--- src/rtl/ahb5_apb4_bridge_mp_if.sv ---
// Signal bundle for the multi-port AHB5-to-APB4 bridge.
// Holds the per-port AHB subordinate signals and the single APB4 requester.
interface ahb5_apb4_bridge_mp_if #(
  parameter int NUM_AHB = 2,
  parameter int ADDR_W  = 32
);
  logic [NUM_AHB-1:0]             HSEL;
  logic [NUM_AHB-1:0][ADDR_W-1:0] HADDR;
  logic [NUM_AHB-1:0][1:0]        HTRANS;
  logic [NUM_AHB-1:0]             HWRITE;
  logic [NUM_AHB-1:0][2:0]        HSIZE;
  logic [NUM_AHB-1:0][3:0]        HPROT;
  logic [NUM_AHB-1:0]             HNONSEC;
  logic [NUM_AHB-1:0][31:0]       HWDATA;
  logic [NUM_AHB-1:0]             HREADY;
  logic [NUM_AHB-1:0]             HREADYOUT;
  logic [NUM_AHB-1:0]             HRESP;
  logic [NUM_AHB-1:0][31:0]       HRDATA;

  logic [ADDR_W-1:0] PADDR;
  logic              PSEL;
  logic              PENABLE;
  logic              PWRITE;
  logic [31:0]       PWDATA;
  logic [3:0]        PSTRB;
  logic [2:0]        PPROT;
  logic [31:0]       PRDATA;
  logic              PREADY;
  logic              PSLVERR;

  modport slave (
    input  HSEL, HADDR, HTRANS, HWRITE, HSIZE, HPROT, HNONSEC, HWDATA, HREADY,
    output HREADYOUT, HRESP, HRDATA,
    output PADDR, PSEL, PENABLE, PWRITE, PWDATA, PSTRB, PPROT,
    input  PRDATA, PREADY, PSLVERR
  );

  modport master (
    output HSEL, HADDR, HTRANS, HWRITE, HSIZE, HPROT, HNONSEC, HWDATA, HREADY,
    input  HREADYOUT, HRESP, HRDATA,
    input  PADDR, PSEL, PENABLE, PWRITE, PWDATA, PSTRB, PPROT,
    output PRDATA, PREADY, PSLVERR
  );
endinterface

--- src/rtl/ahb5_apb4_bridge_mp.sv ---
// Multi-port AHB5-to-APB4 bridge: each AHB port captures one transfer and stalls its master,
// an arbiter serialises pending transfers onto one APB4 requester with error/timeout mapping.
//
// state     | meaning
// IDLE      | arbitrate over pending ports, register APB address/control/data
// SETUP     | PSEL=1, PENABLE=0, load timeout counter
// ACCESS    | PSEL=1, PENABLE=1, wait for PREADY or timeout
// RESP      | OKAY response (HREADYOUT=1) to granted port
// ERR1      | first ERROR cycle (HRESP=1, HREADYOUT=0)
// ERR2      | second ERROR cycle (HRESP=1, HREADYOUT=1)
module ahb5_apb4_bridge_mp #(
  parameter int NUM_AHB     = 2,
  parameter int ADDR_W      = 32,
  parameter int ARB_MODE    = 0,
  parameter int TIMEOUT_CYC = 0
) (
  input logic HCLK,
  input logic HRESETn,
  ahb5_apb4_bridge_mp_if.slave bus
);
  localparam int IW = (NUM_AHB > 1) ? $clog2(NUM_AHB) : 1;
  localparam int TW = (TIMEOUT_CYC > 1) ? $clog2(TIMEOUT_CYC) : 1;

  localparam logic [2:0] ST_IDLE   = 3'd0;
  localparam logic [2:0] ST_SETUP  = 3'd1;
  localparam logic [2:0] ST_ACCESS = 3'd2;
  localparam logic [2:0] ST_RESP   = 3'd3;
  localparam logic [2:0] ST_ERR1   = 3'd4;
  localparam logic [2:0] ST_ERR2   = 3'd5;

  logic [2:0]                     state;
  logic [IW-1:0]                  gnt, rr_ptr, arb_idx;
  logic [TW-1:0]                  tmo_cnt;
  logic [NUM_AHB-1:0]             pending;
  logic [NUM_AHB-1:0][ADDR_W-1:0] cap_addr;
  logic [NUM_AHB-1:0]             cap_write;
  logic [NUM_AHB-1:0][1:0]        cap_size;
  logic [NUM_AHB-1:0][2:0]        cap_prot;
  logic [NUM_AHB-1:0][1:0]        loc_err;
  logic [NUM_AHB-1:0]             cap_req, cap_bad;

  logic [NUM_AHB-1:0]       hreadyout_q, hresp_q;
  logic [NUM_AHB-1:0][31:0] hrdata_q;
  logic [ADDR_W-1:0]        paddr_q;
  logic                     psel_q, penable_q, pwrite_q;
  logic [31:0]              pwdata_q;
  logic [3:0]               pstrb_q;
  logic [2:0]               pprot_q;

  logic tmo_hit, acc_ok, acc_fail;

  wire unused_bits = ^{bus.HTRANS, bus.HPROT};

  assign bus.HREADYOUT = hreadyout_q;
  assign bus.HRESP     = hresp_q;
  assign bus.HRDATA    = hrdata_q;
  assign bus.PADDR     = paddr_q;
  assign bus.PSEL      = psel_q;
  assign bus.PENABLE   = penable_q;
  assign bus.PWRITE    = pwrite_q;
  assign bus.PWDATA    = pwdata_q;
  assign bus.PSTRB     = pstrb_q;
  assign bus.PPROT     = pprot_q;

  function automatic logic [3:0] strb_of(input logic wr, input logic [1:0] sz, input logic [1:0] a);
    if (!wr) return 4'b0000;
    case (sz)
      2'd0:    return 4'b0001 << a;
      2'd1:    return a[1] ? 4'b1100 : 4'b0011;
      default: return 4'b1111;
    endcase
  endfunction

  always_comb begin
    cap_req = '0;
    cap_bad = '0;
    for (int i = 0; i < NUM_AHB; i++) begin
      cap_req[i] = bus.HSEL[i] & bus.HTRANS[i][1] & bus.HREADY[i];
      cap_bad[i] = (bus.HSIZE[i] > 3'd2) ||
                   (bus.HSIZE[i] == 3'd1 && bus.HADDR[i][0]) ||
                   (bus.HSIZE[i] == 3'd2 && bus.HADDR[i][1:0] != 2'b00);
    end
  end

  // Later loop iterations overwrite earlier ones, so iterate from lowest to highest priority.
  always_comb begin
    arb_idx = '0;
    if (ARB_MODE == 1) begin
      for (int k = NUM_AHB - 1; k >= 0; k--)
        if (pending[k]) arb_idx = IW'(k);
    end else begin
      for (int k = NUM_AHB; k >= 1; k--)
        if (pending[(int'(rr_ptr) + k) % NUM_AHB]) arb_idx = IW'((int'(rr_ptr) + k) % NUM_AHB);
    end
  end

  assign tmo_hit  = (TIMEOUT_CYC != 0) && (tmo_cnt == '0);
  assign acc_ok   = (state == ST_ACCESS) && bus.PREADY && !bus.PSLVERR;
  assign acc_fail = (state == ST_ACCESS) && (bus.PREADY ? bus.PSLVERR : tmo_hit);

  always_ff @(posedge HCLK or negedge HRESETn) begin
    if (!HRESETn) begin
      state     <= ST_IDLE;
      gnt       <= '0;
      rr_ptr    <= IW'(NUM_AHB - 1);
      tmo_cnt   <= '0;
      paddr_q   <= '0;
      psel_q    <= 1'b0;
      penable_q <= 1'b0;
      pwrite_q  <= 1'b0;
      pwdata_q  <= '0;
      pstrb_q   <= '0;
      pprot_q   <= '0;
    end else begin
      case (state)
        ST_IDLE: begin
          if (|pending) begin
            gnt <= arb_idx;
            if (ARB_MODE == 0) rr_ptr <= arb_idx;
            paddr_q  <= cap_addr[arb_idx];
            pwrite_q <= cap_write[arb_idx];
            pprot_q  <= cap_prot[arb_idx];
            pstrb_q  <= strb_of(cap_write[arb_idx], cap_size[arb_idx], cap_addr[arb_idx][1:0]);
            pwdata_q <= bus.HWDATA[arb_idx];
            psel_q   <= 1'b1;
            state    <= ST_SETUP;
          end
        end
        ST_SETUP: begin
          penable_q <= 1'b1;
          tmo_cnt   <= TW'(TIMEOUT_CYC - 1);
          state     <= ST_ACCESS;
        end
        ST_ACCESS: begin
          if (acc_ok || acc_fail) begin
            psel_q    <= 1'b0;
            penable_q <= 1'b0;
            state     <= acc_ok ? ST_RESP : ST_ERR1;
          end else if (tmo_cnt != '0) begin
            tmo_cnt <= tmo_cnt - 1'b1;
          end
        end
        ST_RESP: state <= ST_IDLE;
        ST_ERR1: state <= ST_ERR2;
        ST_ERR2: state <= ST_IDLE;
        default: state <= ST_IDLE;
      endcase
    end
  end

  // Capture is last so a new address phase in a RESP/ERR2 cycle wins over the response teardown.
  always_ff @(posedge HCLK or negedge HRESETn) begin
    if (!HRESETn) begin
      pending     <= '0;
      hreadyout_q <= '1;
      hresp_q     <= '0;
      hrdata_q    <= '0;
      loc_err     <= '0;
      cap_addr    <= '0;
      cap_write   <= '0;
      cap_size    <= '0;
      cap_prot    <= '0;
    end else begin
      for (int i = 0; i < NUM_AHB; i++) begin
        hrdata_q[i] <= '0;
        if (loc_err[i] == 2'd1) begin
          hreadyout_q[i] <= 1'b1;
          loc_err[i]     <= 2'd2;
        end else if (loc_err[i] == 2'd2) begin
          hresp_q[i] <= 1'b0;
          loc_err[i] <= 2'd0;
        end
        if (gnt == IW'(i)) begin
          if (acc_ok) begin
            hreadyout_q[i] <= 1'b1;
            hresp_q[i]     <= 1'b0;
            pending[i]     <= 1'b0;
            if (!cap_write[i]) hrdata_q[i] <= bus.PRDATA;
          end else if (acc_fail) begin
            hresp_q[i] <= 1'b1;
          end else if (state == ST_ERR1) begin
            hreadyout_q[i] <= 1'b1;
            pending[i]     <= 1'b0;
          end else if (state == ST_ERR2) begin
            hresp_q[i] <= 1'b0;
          end
        end
        if (cap_req[i]) begin
          hreadyout_q[i] <= 1'b0;
          if (cap_bad[i]) begin
            hresp_q[i] <= 1'b1;
            loc_err[i] <= 2'd1;
          end else begin
            hresp_q[i]   <= 1'b0;
            pending[i]   <= 1'b1;
            cap_addr[i]  <= bus.HADDR[i];
            cap_write[i] <= bus.HWRITE[i];
            cap_size[i]  <= bus.HSIZE[i][1:0];
            cap_prot[i]  <= {~bus.HPROT[i][0], bus.HNONSEC[i], bus.HPROT[i][1]};
          end
        end
      end
    end
  end
endmodule
--- src/flat_wrapper.sv ---
// flat-port wrapper written by rule: the top's interface ports become plain ports
module ahb5_apb4_bridge_mp_flat 
#(
  parameter int NUM_AHB     = 2,
  parameter int ADDR_W      = 32,
  parameter int ARB_MODE    = 0,
  parameter int TIMEOUT_CYC = 0
)
  (HCLK, HRESETn, bus_HSEL, bus_HADDR, bus_HTRANS, bus_HWRITE, bus_HSIZE, bus_HPROT, bus_HNONSEC, bus_HWDATA, bus_HREADY, bus_HREADYOUT, bus_HRESP, bus_HRDATA, bus_PADDR, bus_PSEL, bus_PENABLE, bus_PWRITE, bus_PWDATA, bus_PSTRB, bus_PPROT, bus_PRDATA, bus_PREADY, bus_PSLVERR);
  ahb5_apb4_bridge_mp_if #(.NUM_AHB(NUM_AHB), .ADDR_W(ADDR_W)) bus_i ();
  input logic HCLK;
  input logic HRESETn;
  input wire logic [$bits(bus_i.HSEL)-1:0] bus_HSEL;
  input wire logic [$bits(bus_i.HADDR)-1:0] bus_HADDR;
  input wire logic [$bits(bus_i.HTRANS)-1:0] bus_HTRANS;
  input wire logic [$bits(bus_i.HWRITE)-1:0] bus_HWRITE;
  input wire logic [$bits(bus_i.HSIZE)-1:0] bus_HSIZE;
  input wire logic [$bits(bus_i.HPROT)-1:0] bus_HPROT;
  input wire logic [$bits(bus_i.HNONSEC)-1:0] bus_HNONSEC;
  input wire logic [$bits(bus_i.HWDATA)-1:0] bus_HWDATA;
  input wire logic [$bits(bus_i.HREADY)-1:0] bus_HREADY;
  output wire logic [$bits(bus_i.HREADYOUT)-1:0] bus_HREADYOUT;
  output wire logic [$bits(bus_i.HRESP)-1:0] bus_HRESP;
  output wire logic [$bits(bus_i.HRDATA)-1:0] bus_HRDATA;
  output wire logic [$bits(bus_i.PADDR)-1:0] bus_PADDR;
  output wire logic [$bits(bus_i.PSEL)-1:0] bus_PSEL;
  output wire logic [$bits(bus_i.PENABLE)-1:0] bus_PENABLE;
  output wire logic [$bits(bus_i.PWRITE)-1:0] bus_PWRITE;
  output wire logic [$bits(bus_i.PWDATA)-1:0] bus_PWDATA;
  output wire logic [$bits(bus_i.PSTRB)-1:0] bus_PSTRB;
  output wire logic [$bits(bus_i.PPROT)-1:0] bus_PPROT;
  input wire logic [$bits(bus_i.PRDATA)-1:0] bus_PRDATA;
  input wire logic [$bits(bus_i.PREADY)-1:0] bus_PREADY;
  input wire logic [$bits(bus_i.PSLVERR)-1:0] bus_PSLVERR;
  assign bus_i.HSEL = bus_HSEL;
  assign bus_i.HADDR = bus_HADDR;
  assign bus_i.HTRANS = bus_HTRANS;
  assign bus_i.HWRITE = bus_HWRITE;
  assign bus_i.HSIZE = bus_HSIZE;
  assign bus_i.HPROT = bus_HPROT;
  assign bus_i.HNONSEC = bus_HNONSEC;
  assign bus_i.HWDATA = bus_HWDATA;
  assign bus_i.HREADY = bus_HREADY;
  assign bus_HREADYOUT = bus_i.HREADYOUT;
  assign bus_HRESP = bus_i.HRESP;
  assign bus_HRDATA = bus_i.HRDATA;
  assign bus_PADDR = bus_i.PADDR;
  assign bus_PSEL = bus_i.PSEL;
  assign bus_PENABLE = bus_i.PENABLE;
  assign bus_PWRITE = bus_i.PWRITE;
  assign bus_PWDATA = bus_i.PWDATA;
  assign bus_PSTRB = bus_i.PSTRB;
  assign bus_PPROT = bus_i.PPROT;
  assign bus_i.PRDATA = bus_PRDATA;
  assign bus_i.PREADY = bus_PREADY;
  assign bus_i.PSLVERR = bus_PSLVERR;
  ahb5_apb4_bridge_mp #(.NUM_AHB(NUM_AHB), .ADDR_W(ADDR_W), .ARB_MODE(ARB_MODE), .TIMEOUT_CYC(TIMEOUT_CYC)) u_core (.HCLK(HCLK), .HRESETn(HRESETn), .bus(bus_i));
endmodule
--- config.mk ---
export PLATFORM = sky130hd
export DESIGN_NAME = ahb5_apb4_bridge_mp_flat
export DESIGN_NICKNAME = d
export VERILOG_FILES = /design/src/rtl/ahb5_apb4_bridge_mp_if.sv /design/src/rtl/ahb5_apb4_bridge_mp.sv /design/src/flat_wrapper.sv
export SDC_FILE = /design/constraint.sdc
export NUM_CORES = 1
export LEC_CHECK = 0
export ABC_AREA = 1
export CAP_MARGIN = 20
export CELL_PAD_IN_SITES_DETAIL_PLACEMENT = 1
export CELL_PAD_IN_SITES_GLOBAL_PLACEMENT = 1
export CORE_ASPECT_RATIO = 0.6
export CORE_UTILIZATION = 32
export DETAILED_ROUTE_END_ITERATION = 16
export PLACE_DENSITY = 0.87
export SYNTH_ARGS = -nofsm -noshare
export SYNTH_HDL_FRONTEND = slang
export SYNTH_SLANG_ARGS = --single-unit
--- constraint.sdc ---
create_clock -name HCLK -period 1.8 [get_ports HCLK]
set_input_delay 0.18 -clock HCLK [delete_from_list [all_inputs] [get_ports HCLK]]
set_output_delay 0.18 -clock HCLK [all_outputs]
set_load 0.03 [all_outputs]
Word level (Yosys, flattened, before mapping)
Cells that the tools add are included.
Cells by class
  $lt $le $gt $ge: 5
  reductions and logical operators: 26
  mux-type cells: 90
  multiply operators: 0
  bitwise operators: 10
  shift operators: 1
  add/subtract/negate cells: 2
  div/mod/pow operators: 0
  equality and inequality tests: 15
Operators by type and width (count)
  32-bit two-way mux: 10
  1-bit two-way mux: 58
  2-bit two-way mux: 10
  3-bit two-way mux: 5
  4-bit two-way mux: 3
  3-bit case mux with 4 select lines: 1
  2-bit AND reduction: 5
  3-bit by 1-bit equality test with 1-bit output (second input constant): 3
  3-bit by 2-bit equality test with 1-bit output (second input constant): 3
  4-bit case mux with 2 select lines: 1
  2-bit nonzero test: 4
  1-bit logical AND: 7
  2-bit by 1-bit equality test with 1-bit output (second input constant): 3
  3-bit equality test (second input constant): 2
  3-bit by 2-bit greater-than comparator with 1-bit output (second input constant): 2
  2-bit by 3-bit < comparator with 1-bit output (second input constant): 2
  1-bit logical OR: 5
  1-bit AND: 4
  2-bit equality test (second input constant): 2
  1-bit NOT: 4
  1-bit case mux with 2 select lines: 2
  1-bit by 2-bit << shifter with 4-bit output (first input constant): 1
  3-bit zero test: 1
  3-bit AND reduction: 1
  8 further kinds: 10
Word-level totals
  memory bits (read-only): 0
  logic and storage cells: 174
  input port bits: 190
  bits in latches: 0
  register bits after elaboration: 229
  memory bits (writable): 0
  memories: 0

Longest topological paths before layout
Gate-level depths: netlist of run 1.
  word-level depth: 13
  gate-level depth with buffers: 10
  gate-level depth less buffers: 9

Least setup slack after synthesis of run 1
OpenSTA, ideal clock, no wires.
  path kind: register to register
  start point: reg u_core.rr_ptr
  end point: reg u_core.paddr_q[27], in the netlist u_core.bus.PADDR[27]
  buffers on the path: 2
  path slack: 0.454 ns
  required time: 1.679 ns
  library setup time: 0.121 ns
  data arrival time: 1.225 ns
  stages on the path, launching flop included: 8
  cells stage by stage: dfstp_2 nand2_1 nand2_2 inv_2 buf_4 buf_4 o21ai_1 o21ai_1
Between the ends
  word-level cells in the longest chain between the ends: 8
  elaborated cells on any way between the ends: 12
  classes of those cells: add/sub: 2; mux: 10
Ends and longest elaborated chain
  from (decl): line ahb5_apb4_bridge_mp.sv:32  | logic [IW-1:0] gnt, rr_ptr, arb_idx;
  from (signal assigned): line ahb5_apb4_bridge_mp.sv:105  | rr_ptr <= IW'(NUM_AHB - 1);
  from (signal assigned): line ahb5_apb4_bridge_mp.sv:119  | if (ARB_MODE == 0) rr_ptr <= arb_idx;
  1-bit adder: line ahb5_apb4_bridge_mp.sv:93  | if (pending[(int'(rr_ptr) + k) % NUM_AHB]) arb_idx = IW'((int'(rr_ptr) + k) % NUM_AHB);
  1-bit two-way mux (implied by the code) (3 in series): line ahb5_apb4_bridge_mp.sv:93
  1-bit two-way mux: line ahb5_apb4_bridge_mp.sv:93
  1-bit two-way mux (*): line ahb5_apb4_bridge_mp.sv:93
  32-bit two-way mux (implied by the code) (*) (2 in series): line ahb5_apb4_bridge_mp.sv:120  | paddr_q <= cap_addr[arb_idx];
  to (signal assigned): line ahb5_apb4_bridge_mp.sv:120
  to (decl): line ahb5_apb4_bridge_mp.sv:44  | logic [ADDR_W-1:0] paddr_q;
Every way passes the cells marked *; elsewhere a longest branch is shown, timed or not. The select of a mux whose other input is x is not followed.
A chain may end at the register's enable or synchronous reset.

Final worst setup path of run 1
  start point: reg u_core.paddr_q[31], in the netlist u_core.bus.PADDR[31]
  end point: out bus_PADDR[31]
RTL lines
  to (decl): line flat_wrapper.sv:25  | output wire logic [$bits(bus_i.PADDR)-1:0] bus_PADDR;
No word-level cell between the ends.

==> impl_metrics.ini, run 1 <==
[detailed_routing]
wire_per_inst_um = 20.1
viasPerCell = 4.96
drc = 0
antenna_left = 0
routed_wl_mm = 35.6
drtPass1Iterations = 5
drt_iter0_markers = 642
vias = 8781

[floorplanning]
die_h_um = 136
start_util_pct = 33.0
core_area_mm2 = 0.0291
die_x_um = 226
die_area_mm2 = 0.0308
pin_count = 332
fp-row-count = 48

[finish]
final_nets = 1542
syn2layout_area_growth_pct = 48.9
fin_cells = 1771
multi_input_area_mm2 = 0.00323
layout_commonest_cell = nand2_1
drive_gt1_share_pct = 9.93
layout_common_cells = nand2_1 (285), clkdlybuf4s50_1 (283), dfrtp_1 (226)
regArea_mm2 = 0.00573
fillCellCount = 3283

[critical_path]
cp.arrival_ps = 1580
path_class = reg2out
max_stage_delay_ps = 700
rr_endpoint = u_core.bus.PWDATA[19]
worstPathCellList = clkdlybuf4s50_1
critPathCaptureType = output port
cp_num_buf_inv = 1
cp-start-kind = flop
r2r_slack_ps = 140
setup.worst_path.start = u_core.bus.PADDR[31]
endpoint = bus_PADDR[31]
ff2ff_path_depth = 6
crit_fanout = 2
critPathRequiredTime_ps = 1620
r2r_start = u_core.state[0]
critical_path.top_delay_family = buffers and inverters
crit_cells = 1
slowest_stage = clkdlybuf4s50_1

[synthesis]
synth_warnings = 0
syn-num-nets = 1227
ys_seq_elements = 229
synth_edf_count = 0
yosysSeqAreaShare_pct = 59.6
synth_area_mm2 = 0.00962
postSynth.asyncResetShare_pct = 100
syn-instance-count = 1037
yosysUniqueCellTypes = 29
ys.flop_type = dfrtp_1
syn_avg_cell_area_um2 = 9.28

[global_route]
antenna_found_initial = 3
grt_max_degree = 66
grt_overflow = 0
globalRouteTotalUtil_pct = 22.9
grt_pass1_vias = 9563
grt_pass1_wl_mm = 54.5

[place]
gp_congestion = 0.820
dp_cells = 1725
dp.final_hpwl_mm = 25.0
preCtsSetupSlack_ps = 35.3
portBuffers = 325

[power_and_ir_drop]
peakVddDrop_mv = 0.763
power-per-cell-area_mw_per_mm2 = 1510
p_leak_nw = 6.94

[clocking]
clkLatencyLatePin_ps = 520
clk_pin_slew_worst_paths_ps = 70
numCtsBuffers = 24
cts-root-buf = clkbuf_16
htreeDepth = 1
tritoncts = built
clockBufferDepth = 3
clock-sinks = 229

[timing]
drv_slew = 0
setup_viol = 0
hold_ws_ps = 129
fin_crit_ps = 1760
fin_crit_sh_pct = 97.6
finalSetupTns_ps = 0
tightest_slew_ps = 508
fin_skew_ps = 14.4
finalHoldViolations = 0
relSlewSlack_pct = 66.3
fmax_ghz = 0.569
setup_slack_ps = 43.7
rsz0062_at_grt = false

[job]
maxCapViolCount = 0

[hold_path]
min_path_type = in2async

[run_status]
outcome = finished, final reports clean
final cells by class:
class                   instances  area share [%]
clock inverters                14            1.09
diodes                          1          0.0175
flip-flops and latches        229            40.0
clock buffers                  30            4.71
well taps                     400            3.49
repair buffers                369            26.7
inverters                      55            1.46
multi-input cells             673            22.6
registers in the layout, summed over array words and instances (netlist names), 3 cells and up:
name and flops:
u_core.bus.HRDATA 64, u_core.cap_size 4, u_core.bus.PPROT 3, u_core.cap_addr 64, u_core.state 3, u_core.bus.PWDATA 32, u_core.bus.PSTRB 4, u_core.loc_err 4
u_core.cap_prot 6, u_core.bus.PADDR 32
logic make-up (layout without fill, tap and decap cells):
logic type	count (synthesis)	in the layout	share of synthesized area, %
buffers and inverters	135	468	6.98
AO/OA/AOI/OAI	154	154	8.47
flip-flops	229	229	59.6
AND/OR/NAND/NOR	519	519	25.0
other	0	1	0
Yosys cell counts (3+ instances only):
cell	number	area, um2
nand2_1	285	1070
dfrtp_1	226	5660
o21ai_1	81	405
nand4_1	76	475
nor2_1	67	251
inv_1	53	199
o21ai_0	49	245
nor3_1	46	230
buf_2	33	165
clkbuf_1	21	78.8
nor3_2	20	200
buf_6	13	146
a21oi_1	12	60.1
o21ai_2	11	96.3
nand3_1	9	45.0
buf_4	7	52.6
buf_1	6	22.5
dfstp_2	3	78.8
nor2_4	3	33.8
or2_1	3	18.8
per-stage QoR:
step	cell area [um2]	total power [W]	util (%)
global route	14300	0.0228	49.2
finish	14300	0.0216	49.2
CTS	14300	0.0218	49.0
detailed placement	13400	0.0165	46.2
global placement	13400	0.0161	46.2
floorplan	9620	0.0125	-
layer usage:
layer / GRT usage (%) / vias to the layer above / share of wire, %
li1: - / 4057 / -
met1: 29.7 / 4423 / 43
met2: 38.3 / 256 / 48
met3: 5.77 / 41 / 6.8
met4: 5.82 / 4 / 2.0
met5: 0 / - / 0.076
where the power goes:
group	leakage (nW)	internal (W)	switching, W
sequential	2.97	0.00651	0.000829
combinational	3.56	0.00318	0.00578
clock	0.407	0.00310	0.00218
total	6.94	0.0128	0.00879
worst min-delay path by stage:
stage / start / endpoint / cells after the start
floorplan: HRESETn / u_core.bus.HRDATA[0] / 0
global placement: HRESETn / u_core.bus.PWDATA[15] / 1
detailed placement: HRESETn / u_core.bus.PWDATA[0] / 1
CTS: HRESETn / u_core.bus.PWDATA[20] / 2
global route: HRESETn / u_core.bus.PWDATA[28] / 2
finish: HRESETn / u_core.cap_addr[55] / 2
repair_timing:
item | in CTS | in global routing
hold buffers | 1 | 0
setup endpoints to repair | 21 | 42
resized for setup | 21 | 26
setup buffers | 0 | 0
pin swaps | 0 | 0
endpoints found under the hold margin | 226 | 0
Note: power is estimated with default switching activity, not from simulation.
==> run 2: changes to the inputs <==
==> constraint.sdc (replaced) <==
create_clock -name HCLK -period 1.9 [get_ports HCLK]
set_input_delay 0.19 -clock HCLK [delete_from_list [all_inputs] [get_ports HCLK]]
set_output_delay 0.19 -clock HCLK [all_outputs]
set_load 0.03 [all_outputs]
==> run 2 against run 1 <==
- flip-flop and latch count stayed put
- clock power is 3% lower
- global-route usage is 0.79 points higher
- first-iteration DRC count is 19% lower
- combinational power is 4.9% lower
- sequential share of layout area is 0.43 points higher
- critical path depth stayed put
- total power is 4.6% lower
- wire length is 2.6% higher
- worst setup slack worse by 2.6 ps
- critical path type unchanged
- critical endpoint is now bus_PWDATA[5]
- largest power group unchanged
- highest routed layer unchanged
==> impl_metrics.ini, run 2 (synthesis results as in run 1) <==
[timing]
setup_viol = 0
setup_slack_ps = 41.1
fin_crit_sh_pct = 97.8
finalHoldViolations = 0
hold_ws_ps = 199
fin_crit_ps = 1860
drv_slew = 0
fin_skew_ps = 19.3
fmax_ghz = 0.538
finalSetupTns_ps = 0
tightest_slew_ps = 946
rsz0062_at_grt = false
relSlewSlack_pct = 37.0

[floorplanning]
fp-row-count = 48
start_util_pct = 33.0
die_area_mm2 = 0.0308
pin_count = 332
die_x_um = 226
core_area_mm2 = 0.0291
die_h_um = 136

[detailed_routing]
antenna_left = 0
drt_iter0_markers = 523
drc = 0
viasPerCell = 5.04
drtPass1Iterations = 4
routed_wl_mm = 36.5
wire_per_inst_um = 20.8
vias = 8853

[power_and_ir_drop]
p_leak_nw = 6.56
power-per-cell-area_mw_per_mm2 = 1450
power_frac_clock_pct = 24.8
peakVddDrop_mv = 0.677
swShare_pct = 40.5
p_int_w = 0.0123
share_comb_of_total_power_pct = 41.4
p_switching_w = 0.00833
pwr-share-seq_pct = 33.9

[critical_path]
critical_path.top_delay_family = buffers and inverters
path_class = reg2out
cp.arrival_ps = 1670
worstPathCellList = clkdlybuf4s50_1
r2r_slack_ps = 160
slowest_stage = clkdlybuf4s50_1
crit_fanout = 2
cp_num_buf_inv = 1
max_stage_delay_ps = 800
critPathCaptureType = output port
cp-start-kind = flop
critPathRequiredTime_ps = 1710

[clocking]
clockBufferDepth = 3
numCtsBuffers = 24
clock-sinks = 229
cts-root-buf = clkbuf_16
htreeDepth = 1
clkLatencyLatePin_ps = 530
clk_pin_slew_worst_paths_ps = 60
tritoncts = built

[finish]
drive_gt1_share_pct = 8.92
layout_commonest_cell = clkdlybuf4s50_1
n_antenna_cell = 0
final_nets = 1531
syn2layout_area_growth_pct = 47.4
layout_common_cells = clkdlybuf4s50_1 (321), nand2_1 (285), dfrtp_1 (226)

[global_route]
globalRouteTotalUtil_pct = 23.7
grt_max_degree = 65
grt_overflow = 0
grt_pass1_vias = 9624
grt_pass1_wl_mm = 55.5
antenna_found_initial = 4

[place]
dp.final_hpwl_mm = 25.5
gp_congestion = 0.808
preCtsSetupSlack_ps = 171
portBuffers = 325

[run_status]
outcome = finished, final reports clean

[job]
maxCapViolCount = 0

[hold_path]
min_path_type = in2async
run 2: changes by cell type in the layout (fill, tap and decap cells not counted), sizes merged:
cell	change
dlymetal6s2s	-20
dlygate4sd2	-18
buf	-11
clkinv	-5
diode	-1
clkbuf	+6
clkdlybuf4s50	+38
clkinvlp	-3
run 2: timing repair:
item                                    in CTS  in global routing
endpoints found under the hold margin      137                  0
resized for setup                            3                  0
hold buffers                                 1                  0
setup buffers                                0                  0
endpoints found under the setup margin       3                  0
run 2: layer usage:
metal	GRT usage (%)	share of wire [%]
met2	40.4	48
met1	28.8	40
met5	0	0.17
met4	7.45	2.9
met3	7.20	8.5
run 2: worst paths after layout:
path	start	endpoint	depth (start not counted)
worst max-delay path	u_core.bus.PWDATA[5]	bus_PWDATA[5]	1
worst min-delay path	HRESETn	u_core.bus.PWDATA[3]	2
worst max register to register	u_core.pending[0]	u_core.bus.PWDATA[18]	6
worst min register to register	u_core.rr_ptr	u_core.rr_ptr	2
max in group asynchronous	HRESETn	u_core.bus.HREADYOUT[1]	3
min in group HCLK	bus_PRDATA[23]	u_core.bus.HRDATA[23]	3
run 2: layout make-up:
type	instances	area [um2]
Fill cell	3313	14900
Multi-Input combinational cell	673	3220
Inverter	55	206
Clock buffer	36	737
Tap cell	400	500
Sequential cell	229	5730
Timing Repair Buffer	358	3670
Clock inverter	6	111
run 2: stage by stage:
step / cell area, um2 / power [W] / cells / utilization [%]
finish: 14200 / 0.0206 / 1757 / 48.7
global route: 14200 / 0.0217 / 1757 / 48.7
CTS: 14200 / 0.0208 / 1757 / 48.7
detailed placement: 13300 / 0.0156 / 1714 / 45.7
global placement: 13300 / 0.0152 / 1714 / 45.7
floorplan: 9620 / 0.0118 / 1037 / -
run 2: power groups by stage:
stage / registers (W) / clock network, W / logic [W]
after floorplan: 0.00843 / 0 / 0.00338
after global placement: 0.00693 / 0 / 0.00822
after detailed placement: 0.00702 / 0 / 0.00856
after CTS: 0.00696 / 0.00523 / 0.00860
after global routing: 0.00711 / 0.00539 / 0.00921
final: 0.00697 / 0.00510 / 0.00852
